===== config.mk =====
export PLATFORM = sky130hd
export DESIGN_NAME = mem_port_arbiter_flat
export DESIGN_NICKNAME = d
export VERILOG_FILES = /design/src/rtl/mem_arb_pkg.sv /design/src/rtl/mem_port_arbiter_if.sv /design/src/rtl/mem_arb_starve_cnt.sv /design/src/rtl/mem_port_arbiter.sv /design/src/flat_wrapper.sv
export SDC_FILE = /design/constraint.sdc
export NUM_CORES = 1
export LEC_CHECK = 0
export ABC_AREA = 1
export CAP_MARGIN = 20
export CORE_AREA = 3 3 93 95
export CTS_BUF_LIST = sky130_fd_sc_hd__clkbuf_8
export CTS_CLUSTER_SIZE = 30
export DETAILED_ROUTE_END_ITERATION = 8
export DIE_AREA = 0 0 96 98
export PLACE_DENSITY = 0.72
export SYNTH_ARGS = -nofsm -noshare
export SYNTH_HDL_FRONTEND = slang
export SYNTH_HIERARCHICAL = 1
export SYNTH_SLANG_ARGS = --single-unit

===== constraint.sdc =====
create_clock -name clk -period 1.4 [get_ports clk]
set_clock_uncertainty 0.1 [all_clocks]
set_input_delay 0.42 -clock clk [delete_from_list [all_inputs] [get_ports clk]]
set_output_delay 0.42 -clock clk [all_outputs]
set_load 0.01 [all_outputs]

===== src/rtl/mem_arb_pkg.sv =====
// Shared types and defaults for the two-port memory arbiter.
package mem_arb_pkg;

  localparam int unsigned MEM_AW_DEFAULT = 6;

  // Which port owns the read data returning this cycle.
  typedef enum logic [1:0] {
    NONE = 2'd0,
    IF   = 2'd1,
    D    = 2'd2
  } rsel_t;

endpackage


===== src/rtl/mem_port_arbiter_if.sv =====
// Fetch port, data port and memory-side signals of the arbiter.
// master = requesters plus memory model, slave = the arbiter itself.
interface mem_port_arbiter_if
  import mem_arb_pkg::*;
#(
  parameter int unsigned MEM_AW = MEM_AW_DEFAULT
);

  logic              if_req;
  logic [31:0]       if_addr;
  logic              if_gnt;
  logic              if_rvalid;
  logic [31:0]       if_rdata;

  logic              d_req;
  logic              d_we;
  logic [31:0]       d_addr;
  logic [31:0]       d_wdata;
  logic              d_gnt;
  logic              d_rvalid;
  logic [31:0]       d_rdata;

  logic              m_en;
  logic              m_we;
  logic [MEM_AW-1:0] m_addr;
  logic [31:0]       m_wdata;
  logic [31:0]       m_rdata;

  modport master (
    output if_req, if_addr, d_req, d_we, d_addr, d_wdata, m_rdata,
    input  if_gnt, if_rvalid, if_rdata, d_gnt, d_rvalid, d_rdata,
    input  m_en, m_we, m_addr, m_wdata
  );

  modport slave (
    input  if_req, if_addr, d_req, d_we, d_addr, d_wdata, m_rdata,
    output if_gnt, if_rvalid, if_rdata, d_gnt, d_rvalid, d_rdata,
    output m_en, m_we, m_addr, m_wdata
  );

endinterface


===== src/rtl/mem_arb_starve_cnt.sv =====
// Counts consecutive cycles the fetch port loses to the data port;
// flags starvation once the count reaches STARVE_MAX.
module mem_arb_starve_cnt #(
  parameter int unsigned STARVE_MAX = 4
) (
  input  logic clk,
  input  logic rst,
  input  logic if_req,
  input  logic if_gnt,
  input  logic d_gnt,
  output logic starve
);

  localparam int unsigned CW = (STARVE_MAX < 1) ? 1 : $clog2(STARVE_MAX + 1);

  logic [CW-1:0] cnt_q, cnt_d;

  always_ff @(posedge clk or posedge rst) begin
    if (rst) begin
      cnt_q <= '0;
    end else begin
      cnt_q <= cnt_d;
    end
  end

  always_comb begin
    cnt_d = cnt_q;
    if (if_gnt || !if_req) begin
      cnt_d = '0;
    end else if (d_gnt) begin
      cnt_d = cnt_q + CW'(1);
    end
  end

  assign starve = (cnt_q == CW'(STARVE_MAX));

endmodule


===== src/rtl/mem_port_arbiter.sv =====
// Single-port memory arbiter: fetch and data requesters, fixed data priority,
// 1-cycle pipelined reads. Define MEM_ARB_STARVE_EN to add the fetch anti-starvation override.
module mem_port_arbiter
  import mem_arb_pkg::*;
#(
  parameter int unsigned MEM_AW     = MEM_AW_DEFAULT,
  parameter int unsigned STARVE_MAX = 4
) (
  input logic                clk,
  input logic                rst,
  mem_port_arbiter_if.slave  bus
);

  logic  if_gnt;
  logic  d_gnt;
  logic  starve;
  rsel_t rsel_q, rsel_d;

`ifdef MEM_ARB_STARVE_EN
  mem_arb_starve_cnt #(
    .STARVE_MAX (STARVE_MAX)
  ) u_starve_cnt (
    .clk    (clk),
    .rst    (rst),
    .if_req (bus.if_req),
    .if_gnt (if_gnt),
    .d_gnt  (d_gnt),
    .starve (starve)
  );
`else
  logic unused_starve_max;
  assign unused_starve_max = ^STARVE_MAX;
  assign starve = 1'b0;
`endif

  // Only the word-index bits of the byte addresses reach the memory.
  logic unused_addr_bits;
  assign unused_addr_bits = ^{bus.if_addr[31:MEM_AW+2], bus.if_addr[1:0],
                              bus.d_addr[31:MEM_AW+2], bus.d_addr[1:0]};

  // Return-owner register.
  always_ff @(posedge clk or posedge rst) begin
    if (rst) begin
      rsel_q <= NONE;
    end else begin
      rsel_q <= rsel_d;
    end
  end

  always_comb begin
    rsel_d = NONE;
    if (if_gnt) begin
      rsel_d = IF;
    end else if (d_gnt && !bus.d_we) begin
      rsel_d = D;
    end
  end

  // Grants are blanked during reset so nothing reaches the memory.
  always_comb begin
    if_gnt = 1'b0;
    d_gnt  = 1'b0;
    if (!rst) begin
      if (bus.if_req && (!bus.d_req || starve)) begin
        if_gnt = 1'b1;
      end else if (bus.d_req) begin
        d_gnt = 1'b1;
      end
    end
  end

  always_comb begin
    bus.if_gnt    = if_gnt;
    bus.d_gnt     = d_gnt;
    bus.m_en      = if_gnt | d_gnt;
    bus.m_we      = d_gnt & bus.d_we;
    bus.m_addr    = d_gnt ? bus.d_addr[MEM_AW+1:2] : bus.if_addr[MEM_AW+1:2];
    bus.m_wdata   = bus.d_wdata;
    bus.if_rvalid = (rsel_q == IF);
    bus.d_rvalid  = (rsel_q == D);
    bus.if_rdata  = (rsel_q == IF) ? bus.m_rdata : '0;
    bus.d_rdata   = (rsel_q == D) ? bus.m_rdata : '0;
  end

endmodule


===== src/flat_wrapper.sv =====
// flat-port wrapper written by rule: the top's interface ports become plain ports
module mem_port_arbiter_flat import mem_arb_pkg::*;
#(
  parameter int unsigned MEM_AW     = MEM_AW_DEFAULT,
  parameter int unsigned STARVE_MAX = 4
)
  (clk, rst, bus_if_req, bus_if_addr, bus_d_req, bus_d_we, bus_d_addr, bus_d_wdata, bus_m_rdata, bus_if_gnt, bus_if_rvalid, bus_if_rdata, bus_d_gnt, bus_d_rvalid, bus_d_rdata, bus_m_en, bus_m_we, bus_m_addr, bus_m_wdata);
  mem_port_arbiter_if #(.MEM_AW(MEM_AW)) bus_i ();
  input logic clk;
  input logic rst;
  input wire logic [$bits(bus_i.if_req)-1:0] bus_if_req;
  input wire logic [$bits(bus_i.if_addr)-1:0] bus_if_addr;
  input wire logic [$bits(bus_i.d_req)-1:0] bus_d_req;
  input wire logic [$bits(bus_i.d_we)-1:0] bus_d_we;
  input wire logic [$bits(bus_i.d_addr)-1:0] bus_d_addr;
  input wire logic [$bits(bus_i.d_wdata)-1:0] bus_d_wdata;
  input wire logic [$bits(bus_i.m_rdata)-1:0] bus_m_rdata;
  output wire logic [$bits(bus_i.if_gnt)-1:0] bus_if_gnt;
  output wire logic [$bits(bus_i.if_rvalid)-1:0] bus_if_rvalid;
  output wire logic [$bits(bus_i.if_rdata)-1:0] bus_if_rdata;
  output wire logic [$bits(bus_i.d_gnt)-1:0] bus_d_gnt;
  output wire logic [$bits(bus_i.d_rvalid)-1:0] bus_d_rvalid;
  output wire logic [$bits(bus_i.d_rdata)-1:0] bus_d_rdata;
  output wire logic [$bits(bus_i.m_en)-1:0] bus_m_en;
  output wire logic [$bits(bus_i.m_we)-1:0] bus_m_we;
  output wire logic [$bits(bus_i.m_addr)-1:0] bus_m_addr;
  output wire logic [$bits(bus_i.m_wdata)-1:0] bus_m_wdata;
  assign bus_i.if_req = bus_if_req;
  assign bus_i.if_addr = bus_if_addr;
  assign bus_i.d_req = bus_d_req;
  assign bus_i.d_we = bus_d_we;
  assign bus_i.d_addr = bus_d_addr;
  assign bus_i.d_wdata = bus_d_wdata;
  assign bus_i.m_rdata = bus_m_rdata;
  assign bus_if_gnt = bus_i.if_gnt;
  assign bus_if_rvalid = bus_i.if_rvalid;
  assign bus_if_rdata = bus_i.if_rdata;
  assign bus_d_gnt = bus_i.d_gnt;
  assign bus_d_rvalid = bus_i.d_rvalid;
  assign bus_d_rdata = bus_i.d_rdata;
  assign bus_m_en = bus_i.m_en;
  assign bus_m_we = bus_i.m_we;
  assign bus_m_addr = bus_i.m_addr;
  assign bus_m_wdata = bus_i.m_wdata;
  mem_port_arbiter #(.MEM_AW(MEM_AW), .STARVE_MAX(STARVE_MAX)) u_core (.clk(clk), .rst(rst), .bus(bus_i));
endmodule

==> tab_implementation.tex <==
\begin{tabular}{lr}
\hline
Metric & Value \\
\hline
\multicolumn{2}{l}{\textbf{Final layout}} \\
\quad Leading cell type in the layout, fill and taps excluded & buf\_2 \\
\quad Fraction of final layout cells with drive strength greater than 1 & approximately 62\% \\
\quad \# fillers & about 880 \\
\quad Top flop regs & u\_core/rsel\_q (2) \\
\quad Top register by number of flip-flops & u\_core/rsel\_q \\
\quad Highest-count cells in the layout ignoring fill and taps & 60 x buf\_2, 31 x dlygate4sd2\_1, 30 x nor2\_1, 24 x nor2\_2, 22 x inv\_1 \\
\quad Core utilization of the finished layout & around 28\% \\
\quad Synthesis-to-layout area growth & 151\% \\
\quad Nets & 414 \\
\quad Antenna diode count & 0 \\
\quad Flip-flop count of the largest register, all copies and words added & 2 \\
\multicolumn{2}{l}{\textbf{Clocking}} \\
\quad H-tree Lvls & 1 \\
\quad Clock transition time at the flip-flop clock pins of the worst setup and hold paths & around 0.030 ns \\
\quad CTS tree & yes \\
\quad Count of hold buffers inserted by post-cts repair & 0 \\
\quad Bufs on Longest Clock Path & 2 \\
\quad Root buf cell & clkbuf\_8 \\
\quad Total clock buffers created by CTS & 3 \\
\quad Num Clock Sinks & 2 \\
\multicolumn{2}{l}{\textbf{Die}} \\
\quad Area of the die & approximately 0.0094 mm² \\
\quad Placeable core area & between 0.007 and 0.008 mm² \\
\quad I/O pin count & 241 \\
\quad Effective utilization at floorplan & about 11\% \\
\quad Standard-cell rows & 32 \\
\quad Die outline height & around 98 µm \\
\quad Width of the die & roughly 96 µm \\
\multicolumn{2}{l}{\textbf{Global routing}} \\
\quad Total gr overflow & 0 \\
\quad Pin count of the biggest net entering global routing & 18 \\
\quad Tot GR Track Use & 9.05\% \\
\quad Number of global-route vias before repair & approximately 1,400 \\
\quad Initial antenna violation count & 0 \\
\quad Global-route wire length before repair & 6.66 mm \\
\multicolumn{2}{l}{\textbf{Synth}} \\
\quad Top cells by area, synth & buf\_4 27\%, nor2\_1 26\%, inv\_1 16\% \\
\quad Cell count after synthesis & 170 \\
\quad Synthesis warning total & 6 \\
\quad Sequential-to-total area share from yosys stat & between 5 and 6\% \\
\quad Post-Synthesis Mean Instance Area & 5.20 µm² \\
\quad Total nets after synthesis & roughly 300 \\
\quad Fraction of post-synthesis cell area in the top cell type by area & a little over a quarter \\
\quad Library cell with the largest summed area after synthesis & buf\_4 \\
\quad Register bit count reported by yosys & 2 \\
\quad Mapped Area & 885 µm² \\
\quad Number of distinct library cell variants in the gate-level netlist after synthesis & 14 \\
\multicolumn{2}{l}{\textbf{Outcome}} \\
\quad Violated checks & setup timing \\
\quad Run status & finished with violations \\
\multicolumn{2}{l}{\textbf{Power}} \\
\quad Share of power burned in registers & under 10\% \\
\quad Power per cell area & 356 mW/mm² \\
\quad Clock share of power & $\sim$28\% \\
\quad Power, Total & $\sim$800 µW \\
\quad Net Switching & 295 µW \\
\quad Int Pwr & 496 µW \\
\quad P\_leak & 1.28 nW \\
\quad Share of power burned in combinational logic & a little under two thirds \\
\quad Worst vdd ir & 536 µV \\
\quad Switching part of the total power & a little under two fifths \\
\multicolumn{2}{l}{\textbf{Place}} \\
\quad Routability congestion estimate & 0.701 \\
\quad Pre-CTS WS & -0.929 ns \\
\quad Estimated wirelength of the detail-placed design & approximately 3.4 mm \\
\quad Buffers on Ports & about 120 \\
\multicolumn{2}{l}{\textbf{STA}} \\
\quad Final Setup Violations & 75 \\
\quad Final worst path period share & 122\% \\
\quad Pins Over Slew Limit & 0 \\
\quad Max Clock Freq & 584 MHz \\
\quad Unrepaired setup endpoints after global routing & true \\
\quad Hold Vio Cnt, Final & 0 \\
\quad Fin worst setup slack & -0.313 ns \\
\quad Worst slew margin & 89.9\% \\
\quad Time the worst path needs with I/O delays and setup & about 1.7 ns \\
\quad Least-Margin Pin Slew & roughly 0.15 ns \\
\multicolumn{2}{l}{\textbf{Detailed routing}} \\
\quad Final routed wire length divided by cell count & 12.9 µm \\
\quad Detailed Route Iter0 Violations & 5 \\
\quad Number of optimization iterations in the first detailed-route pass & 3 \\
\quad Count of antenna-violating nets left after detailed routing & 0 \\
\quad Routed via count & 1,416 \\
\quad Post-detailed-route via-to-cell ratio & roughly 3.7 \\
\quad Residual DRC & 0 \\
\quad Final routed wirelength across all metal layers & 4.92 mm \\
\multicolumn{2}{l}{\textbf{Worst hold path}} \\
\quad Hold/Removal Path Class & in2async \\
\multicolumn{2}{l}{\textbf{Critical path}} \\
\quad Type of element launching the critical path & flip-flop \\
\quad Crit Path Max Fanout & 8 \\
\quad Arrival time of data at the critical path endpoint & 1.19 ns \\
\quad Worst setup path class & reg2out \\
\quad Critical path data required time & around 0.9 ns \\
\quad Critical path capture point type & output pin \\
\multicolumn{2}{l}{\textbf{Run}} \\
\quad Max Cap Viol & 0 \\
\hline
\end{tabular}
## routing by layer
metal  track usage [%]  vias up  wire length (µm)
met4              4.16        0               145
met3              2.39       22               586
met2              18.5       86              2650
met5                 0        -                 0
met1              7.66      638              1540
li1                  -      670                 -
## layout make-up
cell class                 instances  area [µm²]  share of cell area (%)
clock buffer                       3        41.3                    1.86
inverter                          40         163                    7.33
multi-input combinational         94         672                    30.3
sequential                         2        52.6                    2.37
tap                              102         128                    5.75
timing repair buffer             140        1160                    52.4
## worst max-delay path, cell delays in order, from the launching register on
cell	delay, ns
dfrtp_2	0.43
clkinv_4	0.10
buf_6	0.12
nand2_8	0.08
nor2_1	0.11
buf_2	0.14
## logic make-up after synthesis
logic type             after synthesis  synth area share (%)
AO/OA/AOI/OAI                        1                 0.565
buffers and inverters               79                  52.3
flip-flops                           2                  5.66
AND/OR/NAND/NOR                     88                  41.4
## Yosys cell counts (all sizes together)
library cell,instances
o21ai,1
inv,40
nand3,6
nor3,1
buf,39
nand2,15
nor2,66
dfrtp,2
## metrics by stage
| step | cell area [µm²] | TNS [ns] | std cells | hold WS, ns |
|---|---|---|---|---|
| finish | 2220 | -18.27 | 381 | 0.0839 |
| global placement | 2040 | -53.23 | 366 | 0.631 |
| global route | 2220 | -21.48 | 381 | 0.0840 |
| CTS | 1960 | -19.96 | 379 | 0.0579 |
| detailed placement | 2040 | -54.45 | 366 | 0.645 |
| floorplan | 890 | 0 | 170 | 0.0856 |
## repair_timing
item,in CTS,in global routing
resized for setup,402,64
cloned,4,1
setup endpoints to repair,76,75
setup buffers,6,1
hold endpoints to repair,0,0
pin swaps,28,18
## final timing paths
| kind | from | end | cells after the start |
|---|---|---|---|
| setup / recovery | u_core/rsel_q[1] | bus_if_rdata[5] | 5 |
| min in group clk | bus_d_req | u_core/rsel_q[0] | 3 |
| hold / removal | rst | u_core/rsel_q[1] | 3 |
| max in group asynchronous | rst | u_core/rsel_q[0] | 3 |
## power groups by stage
stage          clock [mW]  sequential, mW  combinational (mW)
3_3_place_gp            0          0.0639               0.445
2_1_floorplan           0          0.0635               0.244
4_1_cts             0.232          0.0640               0.441
6_report            0.224          0.0644               0.503
5_1_grt             0.235          0.0648               0.538
3_5_place_dp            0          0.0640               0.453
Power figures use the tool's default switching activity.
